### config.mk
export PLATFORM = sky130hd
export DESIGN_NAME = ccr_unit
export DESIGN_NICKNAME = d
export VERILOG_FILES = /design/src/rtl/ccr_unit.sv
export SDC_FILE = /design/constraint.sdc
export NUM_CORES = 1
export LEC_CHECK = 0
export ABC_AREA = 1
export BUFFER_PORTS_ARGS = -buffer_cell sky130_fd_sc_hd__buf_2
export CAP_MARGIN = 10
export CORE_MARGIN = 2
export CORE_UTILIZATION = 35
export DETAILED_ROUTE_END_ITERATION = 10
export PLACE_DENSITY = 0.56
export REMOVE_ABC_BUFFERS = 1
export SLEW_MARGIN = 25
export SYNTH_ARGS = -nofsm -noshare
export SYNTH_HDL_FRONTEND = slang
export SYNTH_SLANG_ARGS = --single-unit
### constraint.sdc
create_clock -name clk -period 4.8 [get_ports clk]
set_input_delay 0.96 -clock clk [delete_from_list [all_inputs] [get_ports clk]]
set_output_delay 0.96 -clock clk [all_outputs]
set_load 0.02 [all_outputs]
### src/rtl/ccr_unit.sv
// rtl/ccr_unit.sv - condition-code register with branch evaluation and interrupt shadow stack (option: CCR_FORWARD_EN)
module ccr_unit #(
  parameter int DEPTH = 4,
  parameter int PTR_W = 3
) (
  input  logic             clk,
  input  logic             rst,
  input  logic             en,
  input  logic [3:0]       alu_op,
  input  logic             alu_valid,
  input  logic             alu_carry,
  input  logic             alu_zero,
  input  logic             alu_neg,
  input  logic             jmp_valid,
  input  logic [1:0]       jmp_cond,
  input  logic             int_save,
  input  logic             rti_restore,
  output logic [2:0]       ccr,
  output logic             take_branch,
  output logic [PTR_W-1:0] stack_depth,
  output logic             ovf,
  output logic             unf
);

  // Storage is rounded up to a power of two so the depth count slices cleanly into an index.
  localparam int IDX_W = (DEPTH > 1) ? $clog2(DEPTH) : 1;
  localparam int SLOTS = 1 << IDX_W;
  localparam logic [PTR_W-1:0] FULL = PTR_W'(DEPTH);
  localparam logic [PTR_W-1:0] ONE  = PTR_W'(1);

  logic [2:0]       stack_q [SLOTS];
  logic [2:0]       upd;
  logic [2:0]       src;
  logic [2:0]       nf;
  logic [PTR_W-1:0] dm1;

  // ALU flag update applied to the current flags; ccr bit order is {C,N,Z}.
  always_comb begin
    upd = ccr;
    if (alu_valid) begin
      case (alu_op)
        4'd1, 4'd2, 4'd3, 4'd5, 4'd6, 4'd7, 4'd8: upd = {alu_carry, alu_neg, alu_zero};
        4'd9, 4'd10:                              upd = {ccr[2], alu_neg, alu_zero};
        4'd11:                                    upd[2] = 1'b1;
        4'd12:                                    upd[2] = 1'b0;
        default:                                  upd = ccr;
      endcase
    end
  end

  // Branch condition evaluation and the consumed-flag clear that produces nf.
  always_comb begin
`ifdef CCR_FORWARD_EN
    src = upd;
`else
    src = ccr;
`endif
    take_branch = 1'b0;
    nf = upd;
    if (en && jmp_valid) begin
      case (jmp_cond)
        2'b01:   take_branch = src[0];
        2'b10:   take_branch = src[1];
        2'b11:   take_branch = src[2];
        default: take_branch = 1'b0;
      endcase
    end
    if (take_branch) begin
      case (jmp_cond)
        2'b01:   nf[0] = 1'b0;
        2'b10:   nf[1] = 1'b0;
        default: nf[2] = 1'b0;
      endcase
    end
  end

  assign dm1 = stack_depth - ONE;

  // Flag register, shadow stack and sticky error flags; restore beats every other update.
  always_ff @(posedge clk) begin
    if (rst) begin
      ccr         <= 3'b000;
      stack_depth <= '0;
      ovf         <= 1'b0;
      unf         <= 1'b0;
      for (int i = 0; i < SLOTS; i++) begin
        stack_q[i] <= 3'b000;
      end
    end else if (en) begin
      if (rti_restore) begin
        if (stack_depth != '0) begin
          ccr         <= stack_q[dm1[IDX_W-1:0]];
          stack_depth <= dm1;
        end else begin
          ccr <= nf;
          unf <= 1'b1;
        end
      end else if (int_save) begin
        ccr <= nf;
        if (stack_depth != FULL) begin
          stack_q[stack_depth[IDX_W-1:0]] <= nf;
          stack_depth <= stack_depth + ONE;
        end else begin
          ovf <= 1'b1;
        end
      end else begin
        ccr <= nf;
      end
    end
  end

endmodule

==> results of run 1 <==
cell usage after synthesis, drive strengths merged, types with 2 or more instances:
cell / instances / area share [%]
a21oi: 6 / 2.4
nand2: 38 / 12
inv: 24 / 7.3
o21ai: 16 / 6.8
ha: 7 / 7.1
nand3: 6 / 2.8
buf: 3 / 1.8
nand3b: 2 / 1.2
edfxtp: 12 / 29
xor2: 2 / 1.4
dfxtp: 8 / 13
nor2: 36 / 12
area by class of cell:
class | count | area, µm²
multi-input combinational | 118 | 599
inverter | 24 | 90.1
sequential | 20 | 520
clock buffer | 3 | 22.5
tap | 46 | 57.6
timing repair buffer | 24 | 120
fill | 408 | 1950
clock inverter | 1 | 3.75
layout by cell type (no fill, tap or decap), types with 2 or more instances in the layout:
cell / netlist / final
a21oi_1: 6 / 6
o21ai_1: 2 / 2
nand3_1: 5 / 5
inv_2: 5 / 5
clkbuf_4: 0 / 3
nand2_1: 35 / 35
xor2_1: 2 / 2
nand2_2: 3 / 3
o21ai_0: 13 / 13
buf_2: 0 / 24
inv_1: 19 / 19
edfxtp_1: 12 / 12
nor2_1: 31 / 31
nand3b_1: 2 / 2
ha_1: 7 / 7
dfxtp_1: 8 / 8
nor2_2: 5 / 5
flip-flops by register name, indices dropped and copies added (netlist names):
signal and cells:
ccr 3, ovf 1, stack_depth 3, stack_q 12, unf 1
power by group:
group          leakage (nW)  switching, W  total (W)  internal (W)
clock network        0.0154     0.0000465  0.0000767     0.0000302
registers             0.190    0.00000810   0.000199      0.000191
logic                 0.480     0.0000604  0.0000910     0.0000306
worst max-delay path by stage:
stage,startpoint,to,depth (start not counted)
finish,jmp_cond[0],take_branch,9
global route,jmp_cond[0],take_branch,9
CTS,jmp_cond[0],take_branch,9
detailed placement,jmp_cond[0],take_branch,9
global placement,jmp_cond[0],take_branch,9
floorplan,jmp_cond[0],take_branch,7
per-layer routing:
layer | vias to the layer above | global-route usage (%) | wire [µm]
met1 | 513 | 18.2 | 1250
met3 | 2 | 3.93 | 100
met2 | 31 | 25.4 | 1250
met5 | - | 0 | 0
met4 | 0 | 2.45 | 14
li1 | 573 | - | -
per-stage QoR:
step	area, µm²	std cells	setup WS [ns]	hold WS [ns]
3_5_place_dp	1390	232	2.01	0.465
5_1_grt	1410	236	1.93	0.515
6_report	1410	236	2.01	0.487
3_3_place_gp	1390	232	2.09	0.448
2_1_floorplan	1210	162	2.29	0.553
4_1_cts	1410	236	2.00	0.495
logic make-up after synthesis:
logic type      synth area share, %
xor+xnor                       1.42
compound gates                 10.5
buf+inv                        9.14
simple gates                   29.6
flops                          42.2
fa+ha+maj                      7.11
worst reg2reg max path: cells and delay by family, from the launching register on:
family | cells | cell delay, ns
simple gates | 6 | 0.58
buf+inv | 4 | 0.37
fa+ha+maj | 1 | 0.26
flops | 1 | 0.57
==> results.tsv, run 1 <==
stage	metric	value	unit
route	wire_per_inst	11.1	µm
synth	synth.avg_cell_area	7.47	µm²
sta	period_share	58.1	%
synth	syn_inst	165	
worst_setup_path	crit_path_top_delay_cell	ha_1	
cts	cts_buffers	3	
synth	synth_warnings	0	
place	io_buffers	24	
cts	h-tree-depth	1	
floorplanning	die_w	63.3	µm
place	place_hpwl	2.14	mm
worst_setup_path	worstPathCellList	buf_2 > inv_1 > ha_1 > inv_1 > nand2_1 > nor2_1 > nand2_1 > inv_1 > buf_2	
worst_setup_path	crit_buf_inv	5	
power_and_ir_drop	power_density	260	nW/µm²
worst_setup_path	crit_family	buffers and inverters	
grt	grt_pass1_wl	4.68	mm
cells_and_area	num_antenna_cells	0	
worst_setup_path	path_class	input port to output port	
route	dr.pass1.iters	4	
power_and_ir_drop	vdd_ir_drop_max	133	µV
power_and_ir_drop	power	0.000367	W
run	maxCapViolations	0	
floorplanning	num_rows	21	
worst_hold_path	min_path_type	flop to flop	
cts	cts_tree	done	
sta	worst_pin_slew	0.478	ns
worst_setup_path	slowest_delay	0.19	ns
floorplanning	die_area	4010	µm²
worst_setup_path	end_kind	output port	
sta	final.setup_skew	0.00601	ns
worst_setup_path	cp-start-kind	input port	
synth	synth_cell_types	23	
cts	root_buffer	clkbuf_4	
grt	antenna_found_initial	0	
route	ant_nets	0	
cts	cts_resized	0	
route	vias_per_cell	4.74	
synth	synth-main-ff-cell	edfxtp_1	
floorplanning	die_h	63.3	µm
worst_setup_path	arrival	1.83	ns
sta	setup_viol	0	
outcome	status	finished clean	
worst_setup_path	r2r_end	stack_q[2][0]	
cts	path_clk_slew	0.10	ns
worst_setup_path	r2r_cells	11	
worst_hold_path	hold-path-endpoint	unf	
synth	async_flop_share	0	%
cts	postCtsSetupBuffers	0	
grt	grt-ovfl-total	0	
cells_and_area	layout-drive-gt1-share	22.1	%
grt	grtUsageTotal	14.6	%
cells_and_area	nets	214	
cts	cts_max_path_buffers	2	
cts	cts.sinks	20	
worst_hold_path	min_from	unf	
sta	fmax	0.359	GHz
sta	rsz0062_at_grt	no	
grt	grt_max_degree	12	
floorplanning	ios	25	
sta	fin_tns_setup	0	ns
sta	hold_violations	0	
worst_setup_path	r2r_slack	2.74	ns
worst_hold_path	hold_depth	2	
route	vias	1119	
synth	syn_area	1230	µm²
cells_and_area	syn2layout_area_growth	14.7	%
worst_setup_path	cp_common_cell	inv_1	
cts	clock_latency	0.29	ns
synth	ys_seq_elements	20	
place	gp_congestion	0.772	
cts	cts_hold_buf	0	
worst_setup_path	cp.required	3.84	ns
route	route.detailed.drc	0	
sta	layout_min_cycle_time	2.79	ns
synth	synth_seq_area_share	42.2	%
synth	synth_edf_count	12	
sta	maxSlewViolCount	0	
power_and_ir_drop	p_leak	0.685	nW
cells_and_area	utilization	42.0	%
worst_setup_path	r2r_start	stack_depth[0]	
worst_setup_path	cp_max_fo	3	
sta	max_slew_margin	67.8	%
floorplanning	floorplan.initialDensity	36.6	%
route	drt_iter0_drc	35	
route	routed_wl	2.61	mm
floorplanning	fp.coreArea	3360	µm²
grt	grt_pass1_vias	1094	
(Power assumes the default switching activity.)
==> inputs of run 2 (changes only) <==
ABC_AREA = 0   (was 1)
PLACE_DENSITY = 0.58   (was 0.56)
clock period = 2.42 ns   (was 4.8 ns; I/O delays follow)
==> run 2 against run 1 <==
Compared with the run above:
- clock skew fell by 0.00071 ns
- die area shrank 3.1%
- clock power rose to 3.5 times the previous value
- synthesized cell count decreased by 28%
- critical endpoint unchanged
- largest cell class unchanged
==> results.tsv, run 2 <==
stage	metric	value	unit	change
outcome	status	finished clean		unchanged
synth	muxShareOfSynthArea	6.62	%	was 0%
floorplanning	num_rows	21		unchanged
cells_and_area	fin_cells	190		was 236
cts	h-tree-depth	1		unchanged
synth	synth.avg_cell_area	10.1	µm²	was 7.47 µm²
place	place_hpwl	2.01	mm	was 2.14 mm
sta	fin_tns_setup	0	ns	unchanged
sta	max_slew_margin	67.3	%	was 67.8%
cts	cts_tree	done		unchanged
floorplanning	die_h	62.3	µm	was 63.3 µm
sta	hold_violations	0		unchanged
cts	cts_buffers	3		unchanged
worst_setup_path	cp_common_cell	buf_2		was inv_1
cells_and_area	regMostFlops	stack_q		unchanged
power_and_ir_drop	power_density	632	nW/µm²	was 260 nW/µm²
power_and_ir_drop	vdd_ir_drop_max	361	µV	was 133 µV
route	drt_iter0_drc	38		was 35
synth	synth_warnings	0		unchanged
cts	cts.sinks	20		unchanged
synth	yosysTopAreaCell	edfxtp_1		unchanged
sta	period_share	90.5	%	
synth	synth_seq_area_share	43.7	%	was 42.2%
worst_setup_path	cp_max_fo	6		was 3
cts	clock_latency	0.30	ns	was 0.29 ns
cts	cts_max_path_buffers	2		unchanged
route	dr.pass1.iters	6		was 4
grt	grt_max_degree	13		was 12
sta	rsz0062_at_grt	no		unchanged
grt	grt-ovfl-total	0		unchanged
worst_setup_path	crit_path_top_delay_cell	a222oi_1		was ha_1
grt	grt_pass1_wl	4.53	mm	was 4.68 mm
cts	postCtsSetupBuffers	0		unchanged
floorplanning	die_area	3890	µm²	was 4010 µm²
cells_and_area	final_common_cell	buf_2		was nand2_1
cts	cts_resized	0		unchanged
place	dp_cells	186		was 232
synth	synth_common_cells	nor2_1, edfxtp_1, nand2_1		was nand2_1, nor2_1, inv_1
worst_setup_path	slowest_delay	0.36	ns	was 0.19 ns
synth	synth_area_leaders	edfxtp_1, dfxtp_1, ha_1		was edfxtp_1, dfxtp_1, nand2_1
synth	synth_compound_area_share	17.1	%	was 10.5%
worst_setup_path	path_class	input port to output port		unchanged
synth	synth_most_common_cell	nor2_1		was nand2_1
grt	grtUsageTotal	14.3	%	was 14.6%
sta	layout_min_cycle_time	2.19	ns	
floorplanning	ios	25		unchanged
worst_setup_path	arrival	1.71	ns	was 1.83 ns
cells_and_area	nets	168		was 214
cts	path_clk_slew	0.12	ns	was 0.10 ns
sta	worst_pin_slew	0.488	ns	was 0.478 ns
worst_setup_path	end_kind	output port		unchanged
cells_and_area	reg_top3	stack_q (12), ccr (3), stack_depth (3)		unchanged
route	routed_wl	2.51	mm	was 2.61 mm
synth	synth_cell_types	36		was 23
synth	synthXorXnorAreaFrac	2.94	%	was 1.42%
synth	synthAdderAreaFrac	7.35	%	was 7.11%
power_and_ir_drop	p_leak	0.614	nW	was 0.685 nW
sta	final.setup_skew	0.00530	ns	was 0.00601 ns
sta	fmax	0.457	GHz	
cts	cts_hold_buf	0		unchanged
synth	synthSimpleGateAreaFrac	18.6	%	was 29.6%
route	vias	949		was 1119
cells_and_area	layout-drive-gt1-share	26.4	%	was 22.1%
synth	synth-main-ff-cell	edfxtp_1		unchanged
sta	setup_viol	0		unchanged
cells_and_area	syn2layout_area_growth	18.8	%	was 14.7%
route	route.detailed.drc	0		unchanged
synth	syn_area	1190	µm²	was 1230 µm²
grt	grt_pass1_vias	986		was 1094
cts	root_buffer	clkbuf_4		unchanged
run	maxCapViolations	0		unchanged
place	gp_congestion	0.739		was 0.772
worst_setup_path	worstPathCellList	buf_2 > inv_1 > ha_1 > a222oi_1 > and4bb_4 > buf_2		was buf_2 > inv_1 > ha_1 > inv_1 > nand2_1 > nor2_1 > nand2_1 > inv_1 > buf_2
synth	syn_inst	118		was 165
worst_setup_path	cp-start-kind	input port		unchanged
cells_and_area	largest_reg_flops	12		unchanged
route	wire_per_inst	13.2	µm	was 11.1 µm
synth	synth_top_family_by_area	simple AND/OR/NAND/NOR gates		unchanged
synth	synth_top_area_share	30.3	%	was 29.2%
synth	synth_edf_count	12		unchanged
worst_setup_path	cp.required	1.94	ns	was 3.84 ns
floorplanning	fp.coreArea	3310	µm²	was 3360 µm²
cells_and_area	num_antenna_cells	0		unchanged
route	vias_per_cell	4.99		was 4.74
synth	ys_seq_elements	20		unchanged
sta	maxSlewViolCount	0		unchanged
worst_hold_path	min_path_type	input port to flop		was flop to flop
route	ant_nets	0		unchanged
place	io_buffers	24		unchanged
worst_setup_path	r2r_slack	0.51	ns	was 2.74 ns
floorplanning	die_w	62.3	µm	was 63.3 µm
cells_and_area	num-fill-cells	341		was 408
synth	async_flop_share	0	%	unchanged
grt	antenna_found_initial	0		unchanged
floorplanning	floorplan.initialDensity	36.0	%	was 36.6%
cells_and_area	layout_common_cells	buf_2, nor2_1, edfxtp_1		was nand2_1, nor2_1, buf_2
## run 2: cell type report
class / instances / area, µm² / area share (%)
Clock buffer: 3 / 22.5 / 1.59
Clock inverter: 1 / 30.0 / 2.12
Inverter: 8 / 30.0 / 2.12
Multi-Input combinational cell: 87 / 627 / 44.3
Sequential cell: 20 / 520 / 36.8
Tap cell: 46 / 57.6 / 4.07
Timing Repair Buffer: 25 / 128 / 9.02
## run 2: final timing paths
kind | start | endpoint | cells after the start
min reg2reg | ovf | ovf | 2
min | rst | stack_depth[0] | 2
max reg2reg | stack_depth[1] | stack_q[0][0] | 6
max | jmp_cond[0] | take_branch | 6
## run 2: per-stage QoR
step	cell area [µm²]	util [%]	setup slack (ns)	hold WS, ns	total power, W
finish	1420	42.7	0.230	0.452	0.000895
CTS	1420	42.7	0.228	0.443	0.000905
detailed placement	1360	41.2	0.232	0.472	0.000632
floorplan	1180	-	0.410	0.556	0.000558
global placement	1360	41.2	0.329	0.459	0.000627
global route	1420	42.7	0.174	0.445	0.000946
## run 2: power breakdown
part	total, W	switching (W)	leakage (nW)	internal (W)
Sequential	0.000403	0.0000189	0.190	0.000384
Clock	0.000271	0.000104	0.0279	0.000167
Combinational	0.000221	0.000124	0.396	0.0000969
## run 2: logic make-up (layout without fill, tap and decap cells)
group           after synthesis  count (layout)
compound gates               28              28
xor+xnor                      4               4
fa+ha+maj                     7               7
buf+inv                      11              37
flops                        20              20
mux                           4               4
simple gates                 44              44
## run 2: metal layers
| metal | track usage [%] | wire (µm) | part of all wire [%] |
|---|---|---|---|
| met1 | 17.1 | 1160 | 46 |
| met4 | 1.94 | 14 | 0.56 |
| met2 | 25.0 | 1200 | 48 |
| met5 | 0 | 0 | 0 |
| met3 | 5.43 | 140 | 5.6 |
## run 2: critical path: cells and delay by family
family	cells	cell delay (ns)
AO/OA/AOI/OAI	1	0.36
adder cells (fa/ha/maj)	1	0.22
buffers and inverters	3	0.33
AND/OR/NAND/NOR	1	0.31
==> inputs of run 3 (changes only) <==
ABC_AREA = 1   (was 0)
CAP_MARGIN = default   (was 10)
MAX_ROUTING_LAYER = met4   (was default)
==> run 3 against run 2 <==
Compared with the run above:
- sequential power is 2% lower
- combinational power shrank 19%
- routed wire length increased by 7.1%
- die area is 3.3% higher
- sequential share of layout area barely moved
- critical endpoint is now stack_q[2][2]
==> results.tsv, run 3 (synthesis results as in run 1) <==
stage	metric	value	unit	change
outcome	status	finished clean		unchanged
sta	fin_tns_setup	0	ns	unchanged
cells_and_area	largest_reg_flops	12		unchanged
route	dr.pass1.iters	4		was 6
worst_hold_path	min_path_type	input port to flop		unchanged
cts	root_buffer	clkbuf_4		unchanged
floorplanning	die_area	4010	µm²	was 3890 µm²
cells_and_area	layout-drive-gt1-share	22.1	%	was 26.4%
place	gp_congestion	0.841		was 0.739
cts	clock_latency	0.31	ns	was 0.30 ns
sta	maxSlewViolCount	0		unchanged
sta	hold_violations	0		unchanged
route	wire_per_inst	11.4	µm	was 13.2 µm
grt	grt_max_degree	12		was 13
sta	layout_min_cycle_time	2.06	ns	was 2.19 ns
cells_and_area	layout_common_cells	nand2_1, nor2_1, buf_2		was buf_2, nor2_1, edfxtp_1
power_and_ir_drop	p_int	0.000501	W	was 0.000648 W
worst_setup_path	cp_max_fo	11		was 6
worst_setup_path	path_class	flop to flop		was input port to output port
cells_and_area	reg_top3	stack_q (12), ccr (3), stack_depth (3)		unchanged
grt	grt_pass1_wl	4.73	mm	was 4.53 mm
cells_and_area	num_antenna_cells	0		unchanged
floorplanning	die_w	63.3	µm	was 62.3 µm
cells_and_area	final_common_cell	nand2_1		was buf_2
power_and_ir_drop	power_density	525	nW/µm²	was 632 nW/µm²
grt	grt_pass1_vias	1082		was 986
route	ant_nets	0		unchanged
floorplanning	floorplan.initialDensity	36.6	%	was 36.0%
cts	cts_hold_buf	0		unchanged
route	drt_iter0_drc	108		was 38
worst_setup_path	r2r_slack	0.36	ns	was 0.51 ns
cts	cts.sinks	20		unchanged
worst_setup_path	end_kind	flop		was output port
route	routed_wl	2.69	mm	was 2.51 mm
power_and_ir_drop	clockPowerShare	22.6	%	was 30.3%
run	maxCapViolations	0		unchanged
worst_setup_path	cp.required	2.45	ns	was 1.94 ns
sta	fin_ws	0.365	ns	was 0.230 ns
power_and_ir_drop	power	0.000743	W	was 0.000895 W
cts	h-tree-depth	1		unchanged
place	dp_slack	0.400	ns	was 0.232 ns
cts	cts_resized	0		unchanged
cells_and_area	syn2layout_area_growth	14.7	%	was 18.8%
floorplanning	die_h	63.3	µm	was 62.3 µm
power_and_ir_drop	combPwrFrac	24.1	%	was 24.7%
power_and_ir_drop	p_seq_share	53.3	%	was 45.0%
power_and_ir_drop	swShare	32.5	%	was 27.6%
route	route.detailed.drc	0		unchanged
cts	postCtsSetupBuffers	0		unchanged
cells_and_area	nets	214		was 168
cells_and_area	num-fill-cells	381		was 341
sta	fmax	0.487	GHz	was 0.457 GHz
grt	grt-ovfl-total	0		unchanged
worst_setup_path	cp-start-kind	flop		was input port
floorplanning	ios	25		unchanged
power_and_ir_drop	vdd_ir_drop_max	295	µV	was 361 µV
place	io_buffers	24		unchanged
sta	period_share	84.9	%	was 90.5%
cells_and_area	regMostFlops	stack_q		unchanged
grt	antenna_found_initial	0		unchanged
sta	final.setup_skew	0.00733	ns	was 0.00530 ns
cts	cts_buffers	3		unchanged
floorplanning	fp.coreArea	3360	µm²	was 3310 µm²
route	vias	1116		was 949
route	vias_per_cell	4.73		was 4.99
worst_setup_path	arrival	2.09	ns	was 1.71 ns
floorplanning	num_rows	21		unchanged
cts	cts_max_path_buffers	2		unchanged
grt	grtUsageTotal	15.3	%	was 14.3%
sta	rsz0062_at_grt	no		unchanged
power_and_ir_drop	p_sw	0.000242	W	was 0.000247 W
power_and_ir_drop	p_leak	0.685	nW	was 0.614 nW
sta	setup_viol	0		unchanged
cts	cts_tree	done		unchanged
sta	max_slew_margin	69.2	%	was 67.3%
cts	path_clk_slew	0.12	ns	about the same
place	place_hpwl	2.15	mm	was 2.01 mm
sta	worst_pin_slew	0.457	ns	was 0.488 ns
## run 3: cell count changes in the layout (fill, tap and decap cells not counted), moves of 5 or more
cell,delta
nand2_1,+25
nor2_1,+12
o21ai_0,+7
inv_1,+11
nand3_1,+5
inv_2,+5
nor2_2,+5
## run 3: per-stage QoR
step / util, % / cells / area, µm² / hold WS (ns)
CTS: 42.0 / 236 / 1410 / 0.453
detailed placement: 41.3 / 232 / 1390 / 0.464
floorplan: - / 162 / 1210 / 0.553
global route: 42.0 / 236 / 1410 / 0.452
global placement: 41.3 / 232 / 1390 / 0.450
finish: 42.0 / 236 / 1410 / 0.459
## run 3: path summary, 6_finish.rpt
| path | startpoint | end | cells past startpoint |
|---|---|---|---|
| min | rst | ccr[2] | 2 |
| max reg2reg | stack_depth[0] | stack_q[2][2] | 11 |
| min reg2reg | unf | unf | 2 |
| max | stack_depth[0] | stack_q[2][2] | 11 |
## run 3: worst max-delay path, cell delays in order, from the launching register on
cell and delay [ns]:
dfxtp_1 0.57, inv_2 0.17, ha_1 0.25, nand2_1 0.10, nand2_2 0.07, nor2_2 0.11, inv_2 0.07, nor2_2 0.10
inv_2 0.05, nor2_2 0.09, inv_2 0.05, nand2_1 0.12
## run 3: layer usage
| layer | global-route usage [%] | routed length [µm] | vias up | share of wire [%] |
|---|---|---|---|---|
| li1 | - | - | 574 | - |
| met1 | 17.8 | 1220 | 511 | 45 |
| met2 | 26.4 | 1330 | 24 | 49 |
| met3 | 3.21 | 105 | 7 | 3.9 |
| met4 | 4.62 | 42 | 0 | 1.6 |
| met5 | - | 0 | - | 0 |
## run 3: power groups by stage
stage	clock (W)	combinational, W	sequential (W)
after floorplan	0	0.000105	0.000413
after global placement	0	0.000174	0.000404
after detailed placement	0	0.000178	0.000404
after CTS	0.000168	0.000179	0.000396
after global routing	0.000187	0.000208	0.000399
final	0.000168	0.000179	0.000396
## run 3: layout make-up
cell class,instances,area (µm²),area share [%]
Clock buffer,3,22.5,1.59
Clock inverter,1,3.75,0.265
Inverter,24,90.1,6.37
Multi-Input combinational cell,118,599,42.4
Sequential cell,20,520,36.8
Tap cell,46,57.6,4.07
Timing Repair Buffer,24,120,8.50
